## src/rtl/store_buffer_if.sv

```systemverilog
// Memory write bus between the store buffer and the data memory.
//
// Handshake: the buffer (master) raises mem_wvalid while it holds a
// write and keeps mem_addr/mem_wdata/mem_byteen stable until the memory
// (slave) accepts it. A write transfers on any rising edge where both
// mem_wvalid and mem_wready are high. mem_wready may be asserted at any
// time. The master never derives its outputs combinationally from
// mem_wready.
interface store_buffer_if;
  logic [31:0] mem_addr;
  logic [31:0] mem_wdata;
  logic [3:0]  mem_byteen;
  logic        mem_wvalid;
  logic        mem_wready;

  modport master (
    output mem_addr,
    output mem_wdata,
    output mem_byteen,
    output mem_wvalid,
    input  mem_wready
  );

  modport slave (
    input  mem_addr,
    input  mem_wdata,
    input  mem_byteen,
    input  mem_wvalid,
    output mem_wready
  );
endinterface

```

## src/rtl/store_buffer.sv

```systemverilog
// Posted-write store buffer: queues aligned stores from the MEM stage,
// merges a store into the newest entry when both hit the same word, and
// drains entries in order to the memory write bus. Stalls the pipeline
// when full or when a load hits a word that still has a pending store.
module store_buffer #(
  parameter int DEPTH = 4,
  parameter int CNT_W = 3
) (
  input  logic             clk,
  input  logic             reset,
  input  logic             st_valid,
  input  logic [31:0]      st_addr,
  input  logic [31:0]      st_data,
  input  logic [3:0]       st_byteen,
  input  logic             ld_valid,
  input  logic [31:0]      ld_addr,
  output logic             stall,
  store_buffer_if.master   mem,
  output logic             empty,
  output logic [CNT_W-1:0] count
);

  localparam int PTR_W = $clog2(DEPTH);

  logic [29:0]      addr_q  [DEPTH];
  logic [31:0]      data_q  [DEPTH];
  logic [3:0]       be_q    [DEPTH];
  logic [DEPTH-1:0] valid_q;

  logic [PTR_W-1:0] head_q, head_d;
  logic [PTR_W-1:0] tail_q, tail_d;
  logic [PTR_W-1:0] tail_idx;
  logic [CNT_W-1:0] cnt_q, cnt_d;

  logic nonempty;
  logic push_req;
  logic pop;
  logic coal;
  logic enq;
  logic full_stall;
  logic ld_hit;

  // Byte-offset bits of the addresses do not matter at word granularity.
  logic unused_addr_bits;
  assign unused_addr_bits = ^{st_addr[1:0], ld_addr[1:0]};

  assign nonempty = (cnt_q != '0);
  assign tail_idx = tail_q - PTR_W'(1);
  assign push_req = st_valid & (|st_byteen);
  assign pop      = nonempty & mem.mem_wready;

  // Merging needs at least two entries so the tail is never the head
  // currently presented on the bus.
  assign coal = push_req && (cnt_q >= CNT_W'(2)) &&
                (addr_q[tail_idx] == st_addr[31:2]);

  // A full buffer still accepts a store when the head leaves this cycle.
  assign enq        = push_req & ~coal & ((cnt_q != CNT_W'(DEPTH)) | pop);
  assign full_stall = push_req & ~coal & (cnt_q == CNT_W'(DEPTH)) & ~pop;

  // Load hazard search over pending entries; a head popping now no longer counts.
  always_comb begin
    ld_hit = 1'b0;
    for (int i = 0; i < DEPTH; i++) begin
      if (valid_q[i] && (addr_q[i] == ld_addr[31:2]) &&
          !(pop && (head_q == PTR_W'(i)))) begin
        ld_hit = 1'b1;
      end
    end
  end

  // A simultaneous store wins; the load check is ignored in that case.
  assign stall = full_stall | (ld_valid & ~st_valid & ld_hit);

  // Next-state pointers and occupancy.
  always_comb begin
    head_d = head_q;
    tail_d = tail_q;
    cnt_d  = cnt_q;
    if (pop) head_d = head_q + PTR_W'(1);
    if (enq) tail_d = tail_q + PTR_W'(1);
    if (enq && !pop) begin
      cnt_d = cnt_q + CNT_W'(1);
    end else if (pop && !enq) begin
      cnt_d = cnt_q - CNT_W'(1);
    end
  end

  // Pointer and occupancy registers.
  always_ff @(posedge clk or negedge reset) begin
    if (!reset) begin
      head_q <= '0;
      tail_q <= '0;
      cnt_q  <= '0;
    end else begin
      head_q <= head_d;
      tail_q <= tail_d;
      cnt_q  <= cnt_d;
    end
  end

  // Entry storage: pop clears first so a full-buffer enqueue into the
  // slot being vacated keeps its valid bit.
  always_ff @(posedge clk or negedge reset) begin
    if (!reset) begin
      valid_q <= '0;
      for (int i = 0; i < DEPTH; i++) begin
        addr_q[i] <= '0;
        data_q[i] <= '0;
        be_q[i]   <= '0;
      end
    end else begin
      if (pop) valid_q[head_q] <= 1'b0;
      if (enq) begin
        addr_q[tail_q]  <= st_addr[31:2];
        data_q[tail_q]  <= st_data;
        be_q[tail_q]    <= st_byteen;
        valid_q[tail_q] <= 1'b1;
      end
      if (coal) begin
        for (int b = 0; b < 4; b++) begin
          if (st_byteen[b]) begin
            data_q[tail_idx][8*b +: 8] <= st_data[8*b +: 8];
            be_q[tail_idx][b]          <= 1'b1;
          end
        end
      end
    end
  end

  // Head entry presentation; all zero while the buffer is empty.
  always_comb begin
    mem.mem_wvalid = nonempty;
    mem.mem_addr   = '0;
    mem.mem_wdata  = '0;
    mem.mem_byteen = '0;
    if (nonempty) begin
      mem.mem_addr   = {addr_q[head_q], 2'b00};
      mem.mem_wdata  = data_q[head_q];
      mem.mem_byteen = be_q[head_q];
    end
  end

  assign empty = ~nonempty;
  assign count = cnt_q;

endmodule

```

## src/flat_wrapper.sv

```systemverilog
// flat-port wrapper written by rule: the top's interface ports become plain ports
module store_buffer_flat 
#(
  parameter int DEPTH = 4,
  parameter int CNT_W = 3
)
  (clk, reset, st_valid, st_addr, st_data, st_byteen, ld_valid, ld_addr, stall, empty, count, mem_mem_addr, mem_mem_wdata, mem_mem_byteen, mem_mem_wvalid, mem_mem_wready);
  store_buffer_if mem_i ();
  input  logic clk;
  input  logic reset;
  input  logic st_valid;
  input  logic [31:0] st_addr;
  input  logic [31:0] st_data;
  input  logic [3:0] st_byteen;
  input  logic ld_valid;
  input  logic [31:0] ld_addr;
  output logic stall;
  output logic empty;
  output logic [CNT_W-1:0] count;
  output wire logic [$bits(mem_i.mem_addr)-1:0] mem_mem_addr;
  output wire logic [$bits(mem_i.mem_wdata)-1:0] mem_mem_wdata;
  output wire logic [$bits(mem_i.mem_byteen)-1:0] mem_mem_byteen;
  output wire logic [$bits(mem_i.mem_wvalid)-1:0] mem_mem_wvalid;
  input wire logic [$bits(mem_i.mem_wready)-1:0] mem_mem_wready;
  assign mem_mem_addr = mem_i.mem_addr;
  assign mem_mem_wdata = mem_i.mem_wdata;
  assign mem_mem_byteen = mem_i.mem_byteen;
  assign mem_mem_wvalid = mem_i.mem_wvalid;
  assign mem_i.mem_wready = mem_mem_wready;
  store_buffer #(.DEPTH(DEPTH), .CNT_W(CNT_W)) u_core (.clk(clk), .reset(reset), .st_valid(st_valid), .st_addr(st_addr), .st_data(st_data), .st_byteen(st_byteen), .ld_valid(ld_valid), .ld_addr(ld_addr), .stall(stall), .mem(mem_i), .empty(empty), .count(count));
endmodule
```

## config.mk

```make
export PLATFORM = sky130hd
export DESIGN_NAME = store_buffer_flat
export DESIGN_NICKNAME = d
export VERILOG_FILES = /design/src/rtl/store_buffer_if.sv /design/src/rtl/store_buffer.sv /design/src/flat_wrapper.sv
export SDC_FILE = /design/constraint.sdc
export NUM_CORES = 1
export LEC_CHECK = 0
export CORE_UTILIZATION = 50
export CTS_BUF_LIST = sky130_fd_sc_hd__clkbuf_8
export DETAILED_ROUTE_END_ITERATION = 16
export GPL_TIMING_DRIVEN = 0
export MAX_ROUTING_LAYER = met4
export PLACE_DENSITY = 0.75
export SETUP_SLACK_MARGIN = 0.15
export SLEW_MARGIN = 25
export SYNTH_ARGS = -nofsm -noshare
export SYNTH_HDL_FRONTEND = slang
export SYNTH_SLANG_ARGS = --single-unit
```

## constraint.sdc

```tcl
create_clock -name clk -period 4.75 [get_ports clk]
set_clock_uncertainty 0.1 [all_clocks]
set_input_delay 1.1875 -clock clk [delete_from_list [all_inputs] [get_ports clk]]
set_output_delay 1.1875 -clock clk [all_outputs]
set_load 0.005 [all_outputs]
```

Word level (Yosys, flattened, before mapping)
Index checks and enable logic that the tools add are counted.
{ "totals": {"output_inout_bits": 74, "inputBits": 105, "regBits": 275} }
{ "op_classes": {"n_bitwise": 24, "n_eq_ne": 10, "add_sub_neg": 5, "magnitude_cmp": 10, "n_mux": 74, "n_reduce_logical": 30} }
{ "ops": {"columns": ["cell", "n"], "rows": [
  ["$mux W128", 9],
  ["$bwmux W128", 5],
  ["$demux W32 S2", 5],
  ["$mux W32", 6],
  ["$mux W16", 10],
  ["$eq A30 B30 Y1", 5],
  ["$mux W30", 5],
  ["$bmux W30 S2", 2],
  ["$bwmux W120", 1],
  ["$bmux W32 S2", 1],
  ["$or A16 B16 Y16", 4],
  ["$demux W30 S2", 1],
  ["$demux W4 S2", 5],
  ["$mux W4", 7],
  ["$mux W24", 1],
  ["$logic_and A1 B1 Y1", 20],
  ["$bwmux W16", 1],
  ["$ge A3 B3 Y1 const B", 3],
  ["$mux W3", 3],
  ["$not A2 Y3", 3],
  ["$and A1 B1 Y1", 8],
  ["$bmux W4 S2", 1],
  ["$mux W8", 1],
  ["$mux W1", 7],
  ["other kinds (24)", 39]
]} }

Depth between registers and ports, before layout
Gate-level depths: netlist of the first run.
{ "logic_depth": {"depth_word": 23, "ltp_mapped": 22, "ltp_nobuf": 15} }

Worst setup path before layout of the first run
Ideal clock, no wire load.
{ "synth_timing": {"kind": "register to output", "from": "register u_core.tail_q[0]", "to": "output port stall", "t_arrival_ps": 3819, "required_time_ps": 3463, "slack_ps": -357, "path_stages_with_launch": 17, "n_path_buf": 9, "cell_sequence": "dfrtp_1 -> buf_6 -> buf_2 -> buf_2 -> inv_1 -> ha_1 -> buf_4 -> buf_4 -> buf_4 -> buf_4 -> mux2i_1 -> a2111oi_0 -> o221a_2 -> and4_1 -> clkbuf_1 -> clkbuf_1 -> o31ai_1"} }
{ "synth_between": {"elab_chain_cells": 12} }
{ "synth_lines": {"columns": ["element", "line", "rtl"], "rows": [
  ["start: declaration", "store_buffer.sv:31", "logic [PTR_W-1:0] tail_q, tail_d;"],
  ["start signal: assignment", "store_buffer.sv:97", "tail_q <= tail_d;"],
  ["$sub A2 B1 Y2", "store_buffer.sv:48", "assign tail_idx = tail_q - PTR_W'(1);"],
  ["named net u_core.tail_idx[0]", "store_buffer.sv:32", "logic [PTR_W-1:0] tail_idx;"],
  ["$not A2 Y3 (not written as such)", "store_buffer.sv:55", "(addr_q[tail_idx] == st_addr[31:2]);"],
  ["$bmux W30 S2", "store_buffer.sv:55", null],
  ["$mux W30 (not written as such) (2 in a row)", "store_buffer.sv:55", null],
  ["$eq A30 B30 Y1", "store_buffer.sv:55", null],
  ["$logic_and A1 B1 Y1", "store_buffer.sv:54", "assign coal = push_req && (cnt_q >= CNT_W'(2)) &&"],
  ["$not A1 Y1", "store_buffer.sv:59", "assign full_stall = push_req & ~coal & (cnt_q == CNT_W'(DEPTH)) & ~pop;"],
  ["$and A1 B1 Y1 (3 in a row)", "store_buffer.sv:59", null],
  ["$or A1 B1 Y1", "store_buffer.sv:73", "assign stall = full_stall | (ld_valid & ~st_valid & ld_hit);"],
  ["end: declaration", "flat_wrapper.sv:17", "output logic stall;"]
]} }
The timed path passes the listed nets, and every way through them passes these cells. The select of a mux whose other input is x is not followed.

Worst setup path in the final report of the first run
Same ends and word-level chain as after synthesis.

==> run metrics, run 1 <==
status finished, violations left; failing checks setup timing; Avg Synthesized Cell Area 13.59 µm²; synth warn 0; Clock Latency Late Sink slightly above 600 ps; CP dominant cell by count buf_12; CP delay by family, top buffers and inverters; Final setup viols 32; Fmax around 0.19 GHz; VDD IR max ~0.43 mV; vias post-DR ~11000; Final period util 111.7%; Startpoint Class flop; DP Cell Count ~1700; critical path arrival around 4000 ps; area delta synth->final 26.92%; first-pass GRT wire length 72680 µm; Rel. slew slack approximately two fifths; Slowest cell on crit path dfrtp_1; Post-synth EDFFs 0; max-slew violation count 0; gr usage total 30.51%; Routed wire per std cell about 25 µm; Async SR Flop Fraction between 90% and 100%; Leak a little over 8 nW; worst r2r src u_core.tail_q[0]; count of cell types in the netlist 50; post-synthesis cell count ~1200; synthesized area roughly 0.016 mm²; r2r setup slk -40 ps; clk slew on worst S/H paths 60 ps; commonest non-fill, non-tap cell in the layout dfrtp_1; TritonCTS clock tree built; worst hold margin roughly 380 ps; Top Ports 179; initial antenna violation count 3; power density cells 800.3 mW/mm²; total wire length 47370 µm; ys flop type dfrtp_1; largest net degree at the start of global routing 91; worst slew pin tran 870.7 ps; Antenna Violating Nets Remaining 0; post-route setup slack -557.0 ps; Die H about 180 µm; DRC violations left 0; pre-CTS setup slack -1604 ps; WP buf/inv 12; Setup crit start u_core.tail_q[0]; Die ar. around 0.033 mm²; CTS Buf Count just under 50; RSZ-0062 raised after global routing yes; Final min period ~5300 ps; sequential element share of the synthesized area a little over two fifths; Seq cells post-synth 275; DRT Pass-1 Iters 5; reg2reg end u_core.data_q[127]; critical path required time 3460 ps; CP Capture Type output pin; vias in the first global route between 10000 and 15000; dpl hpwl about 33000 µm; Worst Reg-to-Reg Cells 24; Min-Delay Path Class in2async; most frequent cells in the layout dfrtp_1 (275), mux2_2 (159), clkdlybuf4s50_1 (152); maximum clock path buffer count 3; CTS root buffer clkbuf_8; filler cell count 2197; Crit Path Category reg2out; Initial Util 51.40%; critical path's largest stage delay ~400 ps; I/O Buffers ~150; DR vias/cell 6.112; gr ovfl total 0; Finished Layout Cells approximately 1900; initial drt markers around 1200; Max H-tree Level 2; clock sinks 275; Cell Rows 64; CORE AREA about 0.031 mm²; number of max-cap violations 0; Layout Nets around 1500; gpl congestion approximately 0.99; Hold Vio Cnt, Final 0; Die W between 150 and 200 µm; CP Cell Sequence buf_6 > buf_12 > buf_12 > clkinvlp_4 > ha_4 > buf_6 > buf_12 > buf_12 > buf_12 > buf_8 > mux2i_2 > a31o_2 > nor4_4 > and4b_1 > and4_4 > buf_8 > buf_8 > o31ai_4 > buf_2; Max FO, Critical Path 7; fraction of layout cells with a size suffix above 1 a little under two fifths
-- worst max path at each step --
stage / endpoint / depth (start not counted)
CTS: stall / 18
global route: stall / 19
finish: stall / 19
global placement: u_core.data_q[26] / 1
detailed placement: stall / 16
floorplan: stall / 17
-- per-layer routing --
| layer | up-vias | track usage (%) | share of wire, % |
|---|---|---|---|
| met3 | 112 | 8.994 | 9.2 |
| met2 | 569 | 44.78 | 45 |
| li1 | 4857 | - | - |
| met4 | 0 | 9.949 | 2.9 |
| met1 | 5843 | 40.62 | 43 |
| met5 | - | - | 0 |
-- cells by family after synthesis --
| family | synth area share, % |
|---|---|
| compound gates | 2.899 |
| other cells | 0.02354 |
| mux | 34.44 |
| buf+inv | 2.490 |
| flops | 43.20 |
| xor+xnor | 8.413 |
| fa+ha+maj | 0.8326 |
| simple gates | 7.706 |
-- power breakdown --
part | leakage, nW | switching [W] | internal [W]
sequential | 3.28 | 0.00108 | 0.00355
combinational | 4.31 | 0.00379 | 0.00546
clock | 0.546 | 0.00103 | 0.00127
total | 8.14 | 0.00590 | 0.0103
-- registers in the layout (all words and copies together), names as in the netlist --
register	flops
u_core.be_q	16
u_core.head_q	2
u_core.valid_q	4
u_core.data_q	128
u_core.tail_q	2
u_core.addr_q	120
u_core.count	3
-- metrics by stage --
stage | total power, W | TNS (ps) | area (µm²) | util (%)
after detailed placement | 0.01289 | -245200 | 18110 | 58.44
after global routing | 0.01694 | -4108 | 20220 | 65.24
after CTS | 0.01594 | -6972 | 20010 | 64.56
after floorplan | 0.009732 | 0 | 15970 | -
final | 0.01618 | -1150 | 20220 | 65.24
after global placement | 0.01270 | -2861600 | 18000 | 58.09
-- synth_stat cells (2+ instances only) --
library cell | number | area (µm²)
nand4_1 | 33 | 206.5
a221o_1 | 16 | 160.2
and2_1 | 66 | 412.9
buf_2 | 6 | 30.03
ha_1 | 9 | 112.6
nand3_1 | 7 | 35.03
mux2_2 | 159 | 1790
clkbuf_1 | 54 | 202.7
mux4_2 | 87 | 1959
nand2b_1 | 6 | 37.54
mux2_4 | 80 | 1201
nor2_1 | 29 | 108.9
nand3_2 | 3 | 30.03
dfrtp_1 | 275 | 6882
o22ai_1 | 5 | 31.28
buf_4 | 6 | 45.04
nand2_1 | 27 | 101.4
mux4_1 | 3 | 78.83
buf_1 | 5 | 18.77
inv_1 | 13 | 48.80
buf_12 | 2 | 40.04
mux2i_4 | 10 | 225.2
o21ai_0 | 35 | 175.2
nor3_1 | 21 | 105.1
xor2_1 | 45 | 394.1
nor4_1 | 16 | 100.1
mux2i_1 | 23 | 230.2
xnor2_1 | 108 | 945.9
a31o_2 | 2 | 17.52
-- timing repair --
item | CTS | global route
setup buffers | 45 | 7
cloned | 0 | 0
pin swaps | 8 | 8
hold buffers | 0 | 0
endpoints found under the setup margin | 338 | 219
gates resized for setup | 93 | 26
-- cell type report --
type	count	area [µm²]	share of cell area [%]
clock buffers	55	757.0	3.744
flip-flops and latches	275	6882	34.04
plain buffers	74	506.7	2.506
clock inverters	25	225.2	1.114
repair buffers	210	2337	11.56
well taps	396	495.5	2.451
inverters	13	52.55	0.2599
multi-input cells	811	8954	44.29
diodes	3	7.507	0.03713
No activity file was read; power rests on OpenSTA's default activity.
==> run 2, diff against run 1 <==
CORE_MARGIN = 3   (was default)
CORE_UTILIZATION = 40   (was 50)
PLACE_DENSITY = default   (was 0.75)
==> run 2 against run 1 <==
Net effect:
- the run still ends with setup timing left
- wire length up 5.7%
- worst setup slack worse by 1.4 ps
- power down 0.23%
- final cell count up 6.3%
- clock-buffer cell count up 1
- clock power down 9.6%
- core utilization down 14 points
- register-to-register slack better by 240 ps
- die area up 30%
- worst hold slack worse by 66 ps
- critical path depth unchanged
- non-clock buffer count down 6
- critical path type unchanged
- largest power group unchanged
- highest routed layer unchanged
==> run metrics, run 2 (synthesis results as in run 1) <==
Cell Rows 72 (+13%); number of max-cap violations 0 (unchanged); Power Total 0.01614 W (-0.23%); r2r setup slk 200 ps (+240 ps); CTS root buffer clkbuf_8; met2 GRT Util 36.17% (-8.6 points); vias in the first global route 11700 (-1.3%); met1 Track Usage GR 34.05% (-6.6 points); Slowest cell on crit path dfrtp_1; Max H-tree Level 2 (unchanged); clk slew on worst S/H paths 60 ps (about the same); initial antenna violation count 3 (unchanged); DR vias/cell 5.677 (-7.1%); most frequent cells in the layout dfrtp_1 (275), mux2_2 (159), clkdlybuf4s50_1 (152); Clock Latency Late Sink 650 ps (+40 ps); gpl congestion 0.9819 (-0.72%); CP dominant cell by count buf_8; failing checks setup timing; filler cell count 3387 (+54%); vias post-DR 11240 (-1.2%); worst hold margin 311.0 ps (-66.45 ps); Final setup viols 1 (-97%); top flop regs u_core.data_q x128, u_core.addr_q x120, u_core.be_q x16; CORE AREA 0.03901 mm² (+26%); first-pass GRT wire length 74670 µm (+2.7%); maximum clock path buffer count 3 (unchanged); CP delay by family, top buffers and inverters; critical path arrival 4020 ps (about the same); Initial Util 40.84% (-11 points); Leak 8.096 nW (-0.56%); Final min period 5308 ps (+1.449 ps); post-route setup slack -558.4 ps (-1.449 ps); Die H 205.6 µm (+14%); dpl hpwl 35020 µm (+6.9%); TritonCTS clock tree built; number of flip-flops in the largest register 128 (unchanged); Worst Reg-to-Reg Cells 19 (-21%); fraction of layout cells with a size suffix above 1 36.94% (-0.45 points); Die ar. 0.04225 mm² (+30%); gr ovfl total 0 (unchanged); status finished, violations left; Startpoint Class flop; worst r2r src u_core.tail_q[0]; Top Ports 179 (unchanged); clock sinks 275 (unchanged); initial drt markers 923 (-21%); CTS Buf Count 49 (unchanged); CP Capture Type output pin; Final period util 111.8% (about the same); total wire length 50080 µm (+5.7%); GR peak layer met2; max-slew violation count 0 (unchanged); DRC violations left 0 (unchanged); I/O Buffers 154 (unchanged); Hold Vio Cnt, Final 0 (unchanged); Largest Register u_core.data_q; worst slew pin tran 840.3 ps (-30.37 ps); Die W 205.6 µm (+14%); WP buf/inv 13 (+1); Min-Delay Path Class in2async; Antenna Violating Nets Remaining 0 (unchanged); critical path required time 3460 ps (about the same); reg2reg end u_core.addr_q[1]; Fmax 0.1884 GHz (about the same); Crit Path Category reg2out; Max FO, Critical Path 6 (-1); gr usage total 24.45% (-6.1 points); Routed wire per std cell 25.29 µm (-0.59%); M3 GR Usage 5.221% (-3.8 points); Rel. slew slack 43.83% (+2.0 points); VDD IR max 0.3441 mV (-20%); Layout Nets 1543 (-0.39%); DRT Pass-1 Iters 5 (unchanged); commonest non-fill, non-tap cell in the layout dfrtp_1; largest net degree at the start of global routing 87 (-4.4%); area delta synth->final 26.54%; power density cells 800.8 mW/mm² (about the same); RSZ-0062 raised after global routing yes; critical path's largest stage delay 410 ps (about the same); CP Cell Sequence buf_6 > buf_12 > buf_12 > clkinvlp_4 > ha_4 > buf_8 > buf_6 > clkbuf_16 > buf_8 > buf_4 > buf_4 > mux4_2 > xnor2_2 > and4b_1 > and4_4 > buf_8 > clkbuf_16 > o31ai_4 > buf_2
run 2: cell types whose count changed in the layout (fill, tap and decap cells not counted), moves of 3 or more:
cell / delta
buf_12: -11
buf_4: +11
inv_1: +7
buf_6: -6
xnor2_1: -5
bufinv_16: -4
clkdlybuf4s15_2: -4
clkbuf_16: +3
xnor2_4: +3
run 2: worst reg2reg max path: stages, from the launching register on:
cell and delay [ps]:
dfrtp_1 410, buf_6 150, buf_12 130, buf_12 120, clkinvlp_4 80, ha_4 200, buf_8 120, buf_6 130
clkbuf_16 160, buf_8 140, buf_4 140, buf_4 120, mux4_2 310, xnor2_2 160, and4b_1 230, and4_4 170
buf_4 140, nor2_2 530, clkbuf_2 520, mux2_2 390
run 2: where the power goes:
part / internal [W] / leakage (nW) / switching (W)
Combinational: 0.00553 / 4.29 / 0.00392
Sequential: 0.00355 / 3.28 / 0.00106
Clock: 0.00107 / 0.529 / 0.00102
Total: 0.0101 / 8.10 / 0.00600
run 2: layout make-up:
type / instances / area (µm²) / area share, %
Multi-Input combinational cell: 811 / 9014 / 44.72
Inverter: 13 / 52.55 / 0.2607
Timing Repair Buffer: 204 / 2151 / 10.67
Tap cell: 518 / 648.1 / 3.215
Sequential cell: 275 / 6882 / 34.14
Buffer: 74 / 515.5 / 2.557
Clock inverter: 26 / 116.4 / 0.5773
Antenna cell: 3 / 7.507 / 0.03724
Clock buffer: 56 / 770.7 / 3.824
run 2: worst max path at each step:
stage	from	endpoint	slack, ps	cells past startpoint
final	u_core.tail_q[0]	stall	-560	19
after floorplan	u_core.tail_q[0]	stall	160	17
after global routing	u_core.tail_q[0]	stall	-690	19
after detailed placement	u_core.tail_q[0]	stall	-1610	16
after CTS	u_core.tail_q[0]	stall	-610	18
after global placement	reset	u_core.data_q[14]	-9780	1
run 2: per-layer routing:
metal | routed length (µm) | share of wire (%)
met1 | 22000 | 44
met5 | 0 | 0
met2 | 22850 | 46
met3 | 3756 | 7.5
met4 | 1469 | 2.9
run 2: repair_timing:
item,4_1_cts,5_1_grt
endpoints found under the setup margin,335,184
hold buffers,0,0
endpoints found under the hold margin,0,0
resized for setup,80,31
pin swaps,9,11
buffers inserted,36,8
cloned,0,1
run 2: stage by stage:
step	instances	setup slack, ps	cell area, µm²	util (%)	setup TNS [ps]
final	1980	-558.4	20160	51.67	-558.4
after global routing	1979	-690.2	20150	51.67	-690.2
after CTS	1968	-610.8	19920	51.06	-610.8
after detailed placement	1850	-1613	18290	46.89	-280170
after global placement	1845	-9781	18150	46.54	-2995080
after floorplan	1173	164.4	15970	-	0
